File: src/rtl/core_pipe_ctrl.sv
`default_nettype none
// +--------------------------------------------------------------------------+
// | core_pipe_ctrl: hold/flush/redirect controller for PC, IF/ID and ID/EX.  |
// | Revision: 1.0                                                            |
// +--------------------------------------------------------------------------+
module core_pipe_ctrl #(
  parameter int MC_TIMEOUT = 64,
  parameter int REG_W      = 5,
  parameter int ADDR_W     = 32,
  parameter int CNT_W      = 32
) (
  input  logic              clk,
  input  logic              rst,
  input  logic              jump_req_in,
  input  logic [ADDR_W-1:0] jump_addr_in,
  input  logic [REG_W-1:0]  id_rs1_in,
  input  logic [REG_W-1:0]  id_rs2_in,
  input  logic              id_rs1_used_in,
  input  logic              id_rs2_used_in,
  input  logic              ex_is_load_in,
  input  logic              ex_reg_we_in,
  input  logic [REG_W-1:0]  ex_rd_in,
  input  logic              ex_mc_start_in,
  input  logic              ex_mc_done_in,
  input  logic              bus_stall_in,
  output logic              pc_hold_out,
  output logic              if_id_hold_out,
  output logic              id_ex_hold_out,
  output logic              if_id_flush_out,
  output logic              id_ex_flush_out,
  output logic              pc_jump_out,
  output logic [ADDR_W-1:0] pc_jump_addr_out,
  output logic              mc_timeout_out,
  output logic [CNT_W-1:0]  stall_cnt_out
);

  localparam int WAIT_W = (MC_TIMEOUT > 2) ? $clog2(MC_TIMEOUT) : 1;
  localparam logic [WAIT_W-1:0] C_WAIT_LAST = WAIT_W'(MC_TIMEOUT - 1);
  localparam logic [CNT_W-1:0]  C_CNT_MAX   = '1;

  typedef enum logic [1:0] {
    ST_RUN       = 2'd0,
    ST_MC_WAIT   = 2'd1,
    ST_JUMP_PEND = 2'd2
  } state_t;

  state_t              state_q, state_d;
  logic [WAIT_W-1:0]   wait_cnt_q, wait_cnt_d;
  logic [ADDR_W-1:0]   jaddr_q, jaddr_d;
  logic                mc_timeout_q, mc_timeout_d;
  logic [CNT_W-1:0]    stall_cnt_q, stall_cnt_d;

  logic                w_load_use;
  logic                w_pc_hold, w_if_id_hold, w_id_ex_hold;
  logic                w_if_id_flush, w_id_ex_flush;
  logic                w_pc_jump;
  logic [ADDR_W-1:0]   w_jump_addr;

  assign w_load_use = ex_is_load_in & ex_reg_we_in & (ex_rd_in != '0) &
                      ((id_rs1_used_in & (id_rs1_in == ex_rd_in)) |
                       (id_rs2_used_in & (id_rs2_in == ex_rd_in)));

  always_comb begin
    state_d       = state_q;
    wait_cnt_d    = wait_cnt_q;
    jaddr_d       = jaddr_q;
    mc_timeout_d  = 1'b0;
    w_pc_hold     = 1'b0;
    w_if_id_hold  = 1'b0;
    w_id_ex_hold  = 1'b0;
    w_if_id_flush = 1'b0;
    // The cycle after a watchdog abort squashes the op that never completed.
    w_id_ex_flush = mc_timeout_q;
    w_pc_jump     = 1'b0;
    w_jump_addr   = '0;

    case (state_q)
      ST_RUN: begin
        if (bus_stall_in && jump_req_in) begin
          jaddr_d      = jump_addr_in;
          w_pc_hold    = 1'b1;
          w_if_id_hold = 1'b1;
          w_id_ex_hold = 1'b1;
          state_d      = ST_JUMP_PEND;
        end else if (bus_stall_in) begin
          w_pc_hold    = 1'b1;
          w_if_id_hold = 1'b1;
          w_id_ex_hold = 1'b1;
        end else if (jump_req_in) begin
          w_pc_jump     = 1'b1;
          w_jump_addr   = jump_addr_in;
          w_if_id_flush = 1'b1;
          w_id_ex_flush = 1'b1;
        end else if (ex_mc_start_in && !ex_mc_done_in) begin
          w_pc_hold    = 1'b1;
          w_if_id_hold = 1'b1;
          w_id_ex_hold = 1'b1;
          wait_cnt_d   = WAIT_W'(1);
          state_d      = ST_MC_WAIT;
        end else if (w_load_use) begin
          w_pc_hold     = 1'b1;
          w_if_id_hold  = 1'b1;
          w_id_ex_flush = 1'b1;
        end
      end

      ST_MC_WAIT: begin
        if (ex_mc_done_in) begin
          wait_cnt_d = '0;
          state_d    = ST_RUN;
        end else begin
          w_pc_hold    = 1'b1;
          w_if_id_hold = 1'b1;
          w_id_ex_hold = 1'b1;
          if (wait_cnt_q == C_WAIT_LAST) begin
            mc_timeout_d = 1'b1;
            wait_cnt_d   = '0;
            state_d      = ST_RUN;
          end else begin
            wait_cnt_d = wait_cnt_q + WAIT_W'(1);
          end
        end
      end

      ST_JUMP_PEND: begin
        w_jump_addr = jaddr_q;
        if (bus_stall_in) begin
          w_pc_hold    = 1'b1;
          w_if_id_hold = 1'b1;
          w_id_ex_hold = 1'b1;
        end else begin
          w_pc_jump     = 1'b1;
          w_if_id_flush = 1'b1;
          w_id_ex_flush = 1'b1;
          state_d       = ST_RUN;
        end
      end

      default: begin
        state_d = ST_RUN;
      end
    endcase
  end

  assign pc_hold_out      = w_pc_hold;
  assign if_id_hold_out   = w_if_id_hold & ~w_if_id_flush;
  assign id_ex_hold_out   = w_id_ex_hold & ~w_id_ex_flush;
  assign if_id_flush_out  = w_if_id_flush;
  assign id_ex_flush_out  = w_id_ex_flush;
  assign pc_jump_out      = w_pc_jump;
  assign pc_jump_addr_out = w_jump_addr;
  assign mc_timeout_out   = mc_timeout_q;
  assign stall_cnt_out    = stall_cnt_q;

  assign stall_cnt_d = (pc_hold_out && (stall_cnt_q != C_CNT_MAX)) ?
                       stall_cnt_q + CNT_W'(1) : stall_cnt_q;

  always_ff @(posedge clk or negedge rst) begin
    if (!rst) begin
      state_q      <= ST_RUN;
      wait_cnt_q   <= '0;
      jaddr_q      <= '0;
      mc_timeout_q <= 1'b0;
      stall_cnt_q  <= '0;
    end else begin
      state_q      <= state_d;
      wait_cnt_q   <= wait_cnt_d;
      jaddr_q      <= jaddr_d;
      mc_timeout_q <= mc_timeout_d;
      stall_cnt_q  <= stall_cnt_d;
    end
  end

endmodule
`default_nettype wire

File: config.mk
export PLATFORM = sky130hd
export DESIGN_NAME = core_pipe_ctrl
export DESIGN_NICKNAME = d
export VERILOG_FILES = /design/src/rtl/core_pipe_ctrl.sv
export SDC_FILE = /design/constraint.sdc
export NUM_CORES = 1
export LEC_CHECK = 0
export BUFFER_PORTS_ARGS = -buffer_cell sky130_fd_sc_hd__clkbuf_2
export CORE_UTILIZATION = 51
export DETAILED_ROUTE_END_ITERATION = 16
export PLACE_DENSITY_LB_ADDON = 0.25
export SLEW_MARGIN = 5
export SYNTH_ARGS = -nofsm -noshare
export SYNTH_HDL_FRONTEND = slang
export SYNTH_SLANG_ARGS = --single-unit
File: constraint.sdc
create_clock -name clk -period 2.3 [get_ports clk]
set_input_delay 0 -clock clk [delete_from_list [all_inputs] [get_ports clk]]
set_output_delay 0 -clock clk [all_outputs]
set_load 0.01 [all_outputs]
==> results of run 1 <==
tightest hold or removal path, cell delays in order:
cell and delay (ns):
clkbuf_2 0.14, nor2_1 0.09, and2_1 0.14
report_power, final:
group | switching (mW) | total [mW] | internal, mW
clock | 0.477 | 1.20 | 0.722
sequential | 0.151 | 1.63 | 1.48
combinational | 0.437 | 0.871 | 0.434
total | 1.06 | 3.70 | 2.63
flip-flops by register name, summed over array words and instances, names as in the netlist:
name and flops:
state_q 2, mc_timeout_out 1, stall_cnt_out 32, wait_cnt_q 6, jaddr_q 32
area by class of cell:
type / instances / area, µm² / share of cell area, %
clock inverters: 5 / 103.9 / 1.991
multi-input cells: 264 / 1904 / 36.52
repair buffers: 172 / 1109 / 21.26
inverters: 4 / 15.01 / 0.2879
flip-flops and latches: 73 / 1828 / 35.05
clock buffers: 11 / 131.4 / 2.519
well taps: 99 / 123.9 / 2.375
cell families after synthesis:
group,after synthesis,synth area share (%)
XOR/XNOR,44,10.24
AND/OR/NAND/NOR,136,18.79
multiplexers,34,9.915
buffers and inverters,24,3.262
AO/OA/AOI/OAI,48,9.524
flip-flops,73,47.62
adder cells (fa/ha/maj),2,0.6522
layer usage:
layer | GRT usage (%) | vias up
met5 | 0 | -
met4 | 13.20 | 0
met3 | 4.291 | 24
met2 | 43.01 | 117
met1 | 32.39 | 1622
li1 | - | 1602
path summary, 6_finish.rpt:
path | startpoint | to | slack (ns) | cells after the start
setup / recovery | state_q[0] | pc_jump_addr_out[11] | 0.14 | 7
hold reg to reg | stall_cnt_out[6] | stall_cnt_out[6] | 0.49 | 1
min in group asynchronous | rst | jaddr_q[12] | 0.29 | 2
hold / removal | ex_mc_done_in | mc_timeout_out | 0.07 | 3
max in group asynchronous | rst | stall_cnt_out[3] | 1.31 | 3
setup reg to reg | stall_cnt_out[0] | stall_cnt_out[9] | 0.23 | 9
cells in the mapped netlist (all sizes together) (3+ instances only):
master | count | area share [%]
o21ai | 3 | 0.49
mux2 | 32 | 9.4
nand3 | 15 | 2.7
xor2 | 23 | 5.3
nand2 | 18 | 1.8
o31ai | 3 | 0.95
nand4 | 13 | 2.1
and2 | 5 | 0.82
buf | 7 | 1.6
and3 | 6 | 0.98
a21oi | 4 | 0.52
nor2 | 56 | 5.5
nor4 | 5 | 1.4
clkbuf | 13 | 1.3
dfrtp | 73 | 48
nor3 | 9 | 1.8
xnor2 | 21 | 5.0
inv | 4 | 0.39
a22oi | 32 | 6.3
what timing repair did:
item,in CTS,in global routing
resized for setup,0,2
hold endpoints to repair,69,0
hold buffers,34,0
endpoints found under the setup margin,0,23
per-stage QoR:
| step | total power, mW | instances | hold WS [ns] |
|---|---|---|---|
| final | 3.699 | 628 | 0.06631 |
| after global routing | 3.901 | 628 | 0.06694 |
| after CTS | 3.719 | 628 | 0.03836 |
| after detailed placement | 2.455 | 578 | 0.1566 |
| after global placement | 2.417 | 578 | 0.1540 |
| after floorplan | 2.111 | 361 | -0.2956 |
==> metrics.csv, run 1 <==
metric,value,unit
outcome,completed,
rows,31,
htreeDepth,3,
dr_wl_met2,4864,µm
async_reset_ff_share,100.0,%
finalCritPeriodShare,94.06,%
routed.top_layer,met4,
wl_met1,4188,µm
vias,3365,
grt_max_degree,40,
crit_path_max_fanout,32,
crit_chain,buf_4 -> buf_4 -> nor4_4 -> buf_12 -> a22oi_1 -> nor2_1 -> clkbuf_2,
nNetsFinal,583,
grt_pass1_vias,3287,
drv_slew,0,
cts_root_buf,clkbuf_8,
grt-ovfl-total,0,
ys_seq_elements,73,
clkSlewWorstSetupHoldPaths,0.08,ns
cp-start-kind,flip-flop,
rsz0062_at_grt,false,
p_leak,2.519,nW
wl_per_cell,15.45,µm
hold_viol,0,
max_stage_delay,0.38,ns
io_buffers,127,
crit_path_top_delay_cell,dfrtp_1,
start_util,52.89,%
cp_data_arrival_time,2.16,ns
met3_length,431,µm
mappedNetlistArea,3836,µm²
crit_path_frequent_cell,buf_4,
end_kind,primary output,
cts_made_buffers,9,
routed_wl,9700,µm
n_fill_cell,544,
clock_skew,0.007914,ns
final_util,71.90,%
most-common-layout-cells,"126 x clkbuf_2, 72 x dfrtp_1, 56 x nor2_1, 34 x dlygate4sd3_1",
maxCapViolCount,0,
hold_path.class,in2reg,
mostFrequentLayoutCell,clkbuf_2,
drc,0,
yosys_warnings,0,
relSlewSlack,43.33,%
cts_max_path_buffers,2,
fin_crit,2.163,ns
gp_congestion,0.7923,
die_y,88.73,µm
area_delta_synth_final,35.94,%
fmax,0.4622,GHz
cp_top_family,buffers and inverters,
worst-path-buf-inv,4,
cts.sinks,73,
via_per_inst,5.358,
setup_violations,0,
worst_slack,0.1365,ns
ys_seq_area_share,47.62,%
power_density,709.2,nW/µm²
layout-drive-gt1-share,38.75,%
postPlaceCellArea,4629,µm²
cp.required,2.30,ns
dp_hpwl,6334,µm
synth_fp_nets,420,
ys_types,43,
worst_pin_slew,0.8500,ns
cts_tree,yes,
die_area,7873,µm²
peakVddDrop,0.5233,mV
drt_iter0_drc,142,
core_area,7253,µm²
postSynthCellCount,361,
clock_latency,0.34,ns
grt_util_all_layers,25.79,%
ios,128,
antenna_left,0,
grt_first_pass_wirelength,15530,µm
post_cts_buffers,0,
post-place-ws,0.2142,ns
syn_area_per_cell,10.63,µm²
diodes,0,
final_area,5215,µm²
die_x,88.73,µm
setup_tns,0,ns
synth_edf_count,0,
crit_type,reg2out,
ys.flop_type,dfrtp_1,
first_pass_iters,4,
grt_antenna_before_repair,0,
Power figures use the tool's default switching activity.
==> inputs of run 2 (changes only) <==
ABC_AREA = 1   (was unset)
CORE_UTILIZATION = 53   (was 51)
==> run 2 against run 1 <==
Effect of this change:
- first-iteration DRC count is 81% higher
- clock power hardly changed
- synthesized area is 19% higher
- core utilization is 0.32 points lower
- via count is 48% higher
- sequential share of layout area is 4.1 points lower
- register-to-register slack hardly changed
- non-clock buffer count is 3 higher
- worst hold slack worse by 0.031 ns
- critical path depth stayed put
- combinational power is 11% higher
- critical path type unchanged
==> metrics.csv, run 2 <==
metric,value,unit
synth_top_cell_by_area,dfrtp_1,
grt_pass1_vias,4600,
setup_tns,0,ns
p_int,2.601,mW
first_pass_iters,5,
nNetsFinal,896,
grtUsageMet3,5.072,%
ys_top_cells_by_area,"dfrtp_1 40%, nand2_1 21%, o21ai_0 7.9%, inv_1 6.8%, nand3_1 5.7%",
fin_cells,946,
holdWs,0.03564,ns
postPlaceCellArea,5290,µm²
yosysTopAreaCellShare,40.10,%
n_fill_cell,670,
p_clk_share,31.2,%
comb_power_share,25.0,%
fin_crit,2.207,ns
ys.flop_type,dfrtp_1,
ios,128,
mostFrequentLayoutCell,nand2_1,
cts_made_buffers,9,
synth_edf_count,0,
ys_seq_area_share,40.10,%
ys_seq_elements,73,
vias,4970,
use_met1,40.83,%
worst_pin_slew,0.7053,ns
fin_total_pwr,3.886,mW
diodes,0,
mappedNetlistArea,4556,µm²
cts_max_path_buffers,2,
most-common-layout-cells,"251 x nand2_1, 126 x clkbuf_2, 82 x inv_1, 73 x dfrtp_1, 72 x o21ai_0",
outcome,completed,
hold_viol,0,
setup_violations,0,
clock_latency,0.35,ns
fmax,0.4530,GHz
start_util,55.17,%
die_x,94.71,µm
htreeDepth,3,
core_area,8258,µm²
synth_most_common_cell,nand2_1,
via_per_inst,5.254,
crit_type,reg2out,
grt_antenna_before_repair,0,
grt_max_degree,65,
finalCritPeriodShare,95.97,%
place_inst,892,
rows,33,
power_density,657.5,nW/µm²
layout-drive-gt1-share,20.69,%
drt_iter0_drc,257,
grt_util_all_layers,30.41,%
antenna_left,0,
cts_tree,yes,
seqPwrFrac,43.8,%
post-place-ws,0.2531,ns
final_area,5911,µm²
netlist_top_cells_count,"251 x nand2_1, 83 x inv_1, 73 x dfrtp_1",
io_buffers,127,
drv_slew,0,
die_y,94.71,µm
async_reset_ff_share,100.0,%
area_delta_synth_final,29.74,%
p_leak,3.197,nW
synth_fp_nets,731,
maxCapViolCount,0,
cts.sinks,73,
final_util,71.58,%
grt_first_pass_wirelength,21130,µm
syn_area_per_cell,6.779,µm²
peakVddDrop,0.3719,mV
routed_wl,13040,µm
end_kind,primary output,
rsz0062_at_grt,false,
relSlewSlack,52.98,%
die_area,8970,µm²
cp_data_arrival_time,2.21,ns
yosys_warnings,0,
drc,0,
clock_skew,0.009863,ns
cp.required,2.30,ns
cp-start-kind,flip-flop,
wl_per_cell,13.78,µm
top_usage_layer,met2,
power_switching,1.285,mW
hold_path.class,in2reg,
grt_use_met2,48.20,%
clkSlewWorstSetupHoldPaths,0.08,ns
cts_root_buf,clkbuf_8,
switching_share,33.06,%
grt-ovfl-total,0,
dp_hpwl,8721,µm
crit_path_max_fanout,16,
ys_types,31,
worst_slack,0.09263,ns
gp_congestion,0.9728,
postSynthCellCount,672,
[run 2: cell types whose count changed in the layout (fill, tap and decap cells not counted), moves of 10 or more]
cell	previous run	this run
nand2_1	18	251
inv_1	4	82
o21ai_0	2	72
nand3_1	9	52
a22oi_1	32	0
mux2_2	32	0
xnor2_1	20	5
xor2_1	23	13
[run 2: path summary, 6_finish.rpt]
path	startpoint	endpoint	slack [ns]	depth (start not counted)
worst max-delay path	state_q[0]	pc_jump_addr_out[10]	0.09	7
worst min-delay path	bus_stall_in	state_q[1]	0.04	3
worst max register to register	stall_cnt_out[0]	stall_cnt_out[24]	0.22	10
worst min register to register	jaddr_q[19]	jaddr_q[19]	0.49	2
max in group asynchronous	rst	stall_cnt_out[4]	1.35	3
min in group asynchronous	rst	jaddr_q[20]	0.25	2
[run 2: final cells by class]
type	instances	area (µm²)	share of cell area (%)
multi-input cells	493	2296	38.84
flip-flops and latches	73	1827	30.91
repair buffers	175	1099	18.59
inverters	84	319.1	5.398
well taps	105	131.4	2.223
clock buffers	9	123.9	2.096
clock inverters	6	107.6	1.820
repair inverters	1	7.507	0.1270
[run 2: what timing repair did]
item / 4_1_cts / 5_1_grt
gates resized for setup: 0 / 3
setup buffers: 0 / 2
hold buffers: 36 / 0
hold endpoints to repair: 62 / 0
setup endpoints to repair: 0 / 5
[run 2: cell families (layout without fill, tap and decap cells)]
kind of cell             count (synthesis)  after routing  synth area share [%]
AO/OA/AOI/OAI                           80             80                 9.036
XOR/XNOR                                18             18                 3.461
adder cells (fa/ha/maj)                  2              2                0.5492
buffers and inverters                  106            275                 9.613
flip-flops                              73             73                 40.10
AND/OR/NAND/NOR                        393            393                 37.24
[run 2: metal layers]
layer | wire, µm | part of all wire (%)
met5 | 0 | 0
met1 | 5676 | 44
met3 | 876 | 6.7
met2 | 6138 | 47
met4 | 346 | 2.7
[run 2: worst max-delay path, cell delays in order (launching register included)]
cell	delay, ns
dfrtp_1	0.46
nor2_2	0.19
nand2_1	0.14
nor2_2	0.27
clkinvlp_4	0.12
buf_4	0.20
o21ai_0	0.27
clkbuf_2	0.19
[run 2: power by group through the flow]
| stage | clock network, mW | registers, mW | logic [mW] |
|---|---|---|---|
| finish | 1.21 | 1.70 | 0.971 |
| global route | 1.28 | 1.73 | 1.10 |
| CTS | 1.21 | 1.70 | 0.947 |
| detailed placement | 0 | 1.72 | 0.895 |
| global placement | 0 | 1.70 | 0.864 |
| floorplan | 0 | 1.69 | 0.577 |
==> inputs of run 3 (changes only) <==
CELL_PAD_IN_SITES_DETAIL_PLACEMENT = 2   (was unset)
CELL_PAD_IN_SITES_GLOBAL_PLACEMENT = 2   (was unset)
CORE_UTILIZATION = 28   (was 53)
GPL_ROUTABILITY_DRIVEN = 0   (was unset)
RECOVER_POWER = 100   (was unset)
==> run 3 against run 2 <==
Effect of this change:
- the flow now finishes with violations (hold timing)
- sequential power is essentially flat
- count of clock-buffer cells in the layout rose by 1
- largest power group unchanged
- first-iteration DRC count shrank 49%
- sequential cell count unchanged
- maximum frequency down 0.11%
- die area increased by 87%
- non-clock buffer count rose by 7
- critical path depth did not move
- clock power increased by 30%
- final area grew 4.3%
==> metrics.csv, run 3 (synthesis results as in run 2) <==
metric,value,unit
grt_util_all_layers,22.65,%
r2r-start,state_q[0],
peakVddDrop,0.3451,mV
power_density,707.9,nW/µm²
die_y,129.6,µm
routed_wl,17800,µm
cts_made_buffers,9,
die_area,16780,µm²
n_fill_cell,1968,
mostFrequentLayoutCell,nand2_1,
fmax,0.4525,GHz
drv_slew,0,
rows,46,
crit_type,reg2out,
hold_path.class,in2reg,
crit_path_max_fanout,16,
setup_violations,0,
p_leak,3.164,nW
grt_first_pass_wirelength,29040,µm
clock_latency,0.35,ns
clock_skew,0.008581,ns
dp_hpwl,12690,µm
cts.sinks,73,
grt_max_degree,65,
cp_data_arrival_time,2.21,ns
wl_per_cell,16.70,µm
multiInputGateArea,2306,µm²
cp-start-kind,flip-flop,
nNetsFinal,903,
most-common-layout-cells,"251 x nand2_1, 102 x clkbuf_2, 82 x inv_1, 73 x dfrtp_1, 67 x o21ai_0",
fin_crit,2.210,ns
grt_pass1_vias,5694,
layout-drive-gt1-share,17.79,%
ios,128,
cp.required,2.30,ns
io_buffers,127,
clkSlewWorstSetupHoldPaths,0.06,ns
relSlewSlack,25.01,%
vias,5089,
area_delta_synth_final,35.32,%
place_inst,1012,
finalCritPeriodShare,96.08,%
holdWs,-0.006976,ns
cts_root_buf,clkbuf_16,
core_area,15890,µm²
hold_viol,1,
start_util,28.68,%
grt_antenna_before_repair,1,
area.sequential,1827,µm²
maxCapViolCount,0,
outcome,finished with violations,
grt-ovfl-total,0,
cts_max_path_buffers,2,
violations,hold timing,
startpoint,state_q[0],
fin_cells,1066,
drt_iter0_drc,130,
end_kind,primary output,
crit_path_end,pc_jump_addr_out[29],
antenna_left,0,
cts_tree,yes,
via_per_inst,4.774,
htreeDepth,3,
first_pass_iters,4,
worst_pin_slew,1.125,ns
regToRegEndpoint,stall_cnt_out[8],
drc,0,
die_x,129.6,µm
rrSetupSlack,0.26,ns
rsz0062_at_grt,true,
reg2reg_depth,11,
==> run 3: critical path: stages (launching register included) <==
cell        delay, ns
dfrtp_1          0.46
nor2_2           0.22
nand2_1          0.18
nor2_4           0.22
clkinvlp_4       0.11
buf_4            0.20
o21ai_0          0.26
clkbuf_2         0.20
==> run 3: metal layers <==
layer	up-vias	part of all wire [%]	GRT usage (%)	wire length, µm
li1	2459	-	-	-
met1	2497	44	27.24	7844
met2	108	51	40.58	9032
met3	25	3.4	3.633	606
met4	0	1.8	8.482	318
met5	-	0	0	0
==> run 3: how the worst min path moves through the flow <==
stage / start / to / slack [ns] / cells past startpoint
floorplan: rst / jaddr_q[0] / -0.30 / 0
global placement: rst / stall_cnt_out[15] / 0.03 / 1
detailed placement: rst / stall_cnt_out[14] / 0.03 / 1
CTS: jump_addr_in[24] / jaddr_q[24] / 0.001 / 3
global route: jump_addr_in[24] / jaddr_q[24] / 0.04 / 3
finish: jump_addr_in[24] / jaddr_q[24] / -0.007 / 3
==> run 3: what timing repair did <==
item / in CTS / in global routing
setup endpoints to repair: 11 / 14
hold endpoints to repair: 69 / 0
gates resized for setup: 5 / 6
hold buffers: 34 / 0
pin swaps: 0 / 1
setup buffers: 1 / 1
gates cloned: 1 / 0
==> run 3: area by class of cell <==
cell class	instances	share of cell area (%)
Antenna cell	1	0.04059
Timing Repair inverter	1	0.1218
Sequential cell	73	29.63
Clock buffer	10	3.714
Inverter	84	5.176
Tap cell	216	4.384
Timing Repair Buffer	182	18.06
Clock inverter	6	1.461
Multi-Input combinational cell	493	37.41
==> run 3: per-stage QoR <==
step / cell area [µm²] / utilization (%) / worst slack (ns) / TNS, ns / power [mW]
finish: 6165 / 38.81 / 0.09027 / 0 / 4.364
global placement: 5512 / 34.70 / 0.2840 / 0 / 2.658
global route: 6165 / 38.81 / -0.04785 / -0.2230 / 4.613
CTS: 6201 / 39.04 / 0.05550 / 0 / 4.410
detailed placement: 5512 / 34.70 / 0.1984 / 0 / 2.739
floorplan: 4556 / - / 0.5247 / 0 / 2.265
==> run 3: power breakdown <==
group	total [mW]	internal, mW	switching (mW)
clock	1.57	0.957	0.612
combinational	1.09	0.417	0.671
sequential	1.71	1.50	0.203
total	4.36	2.88	1.49
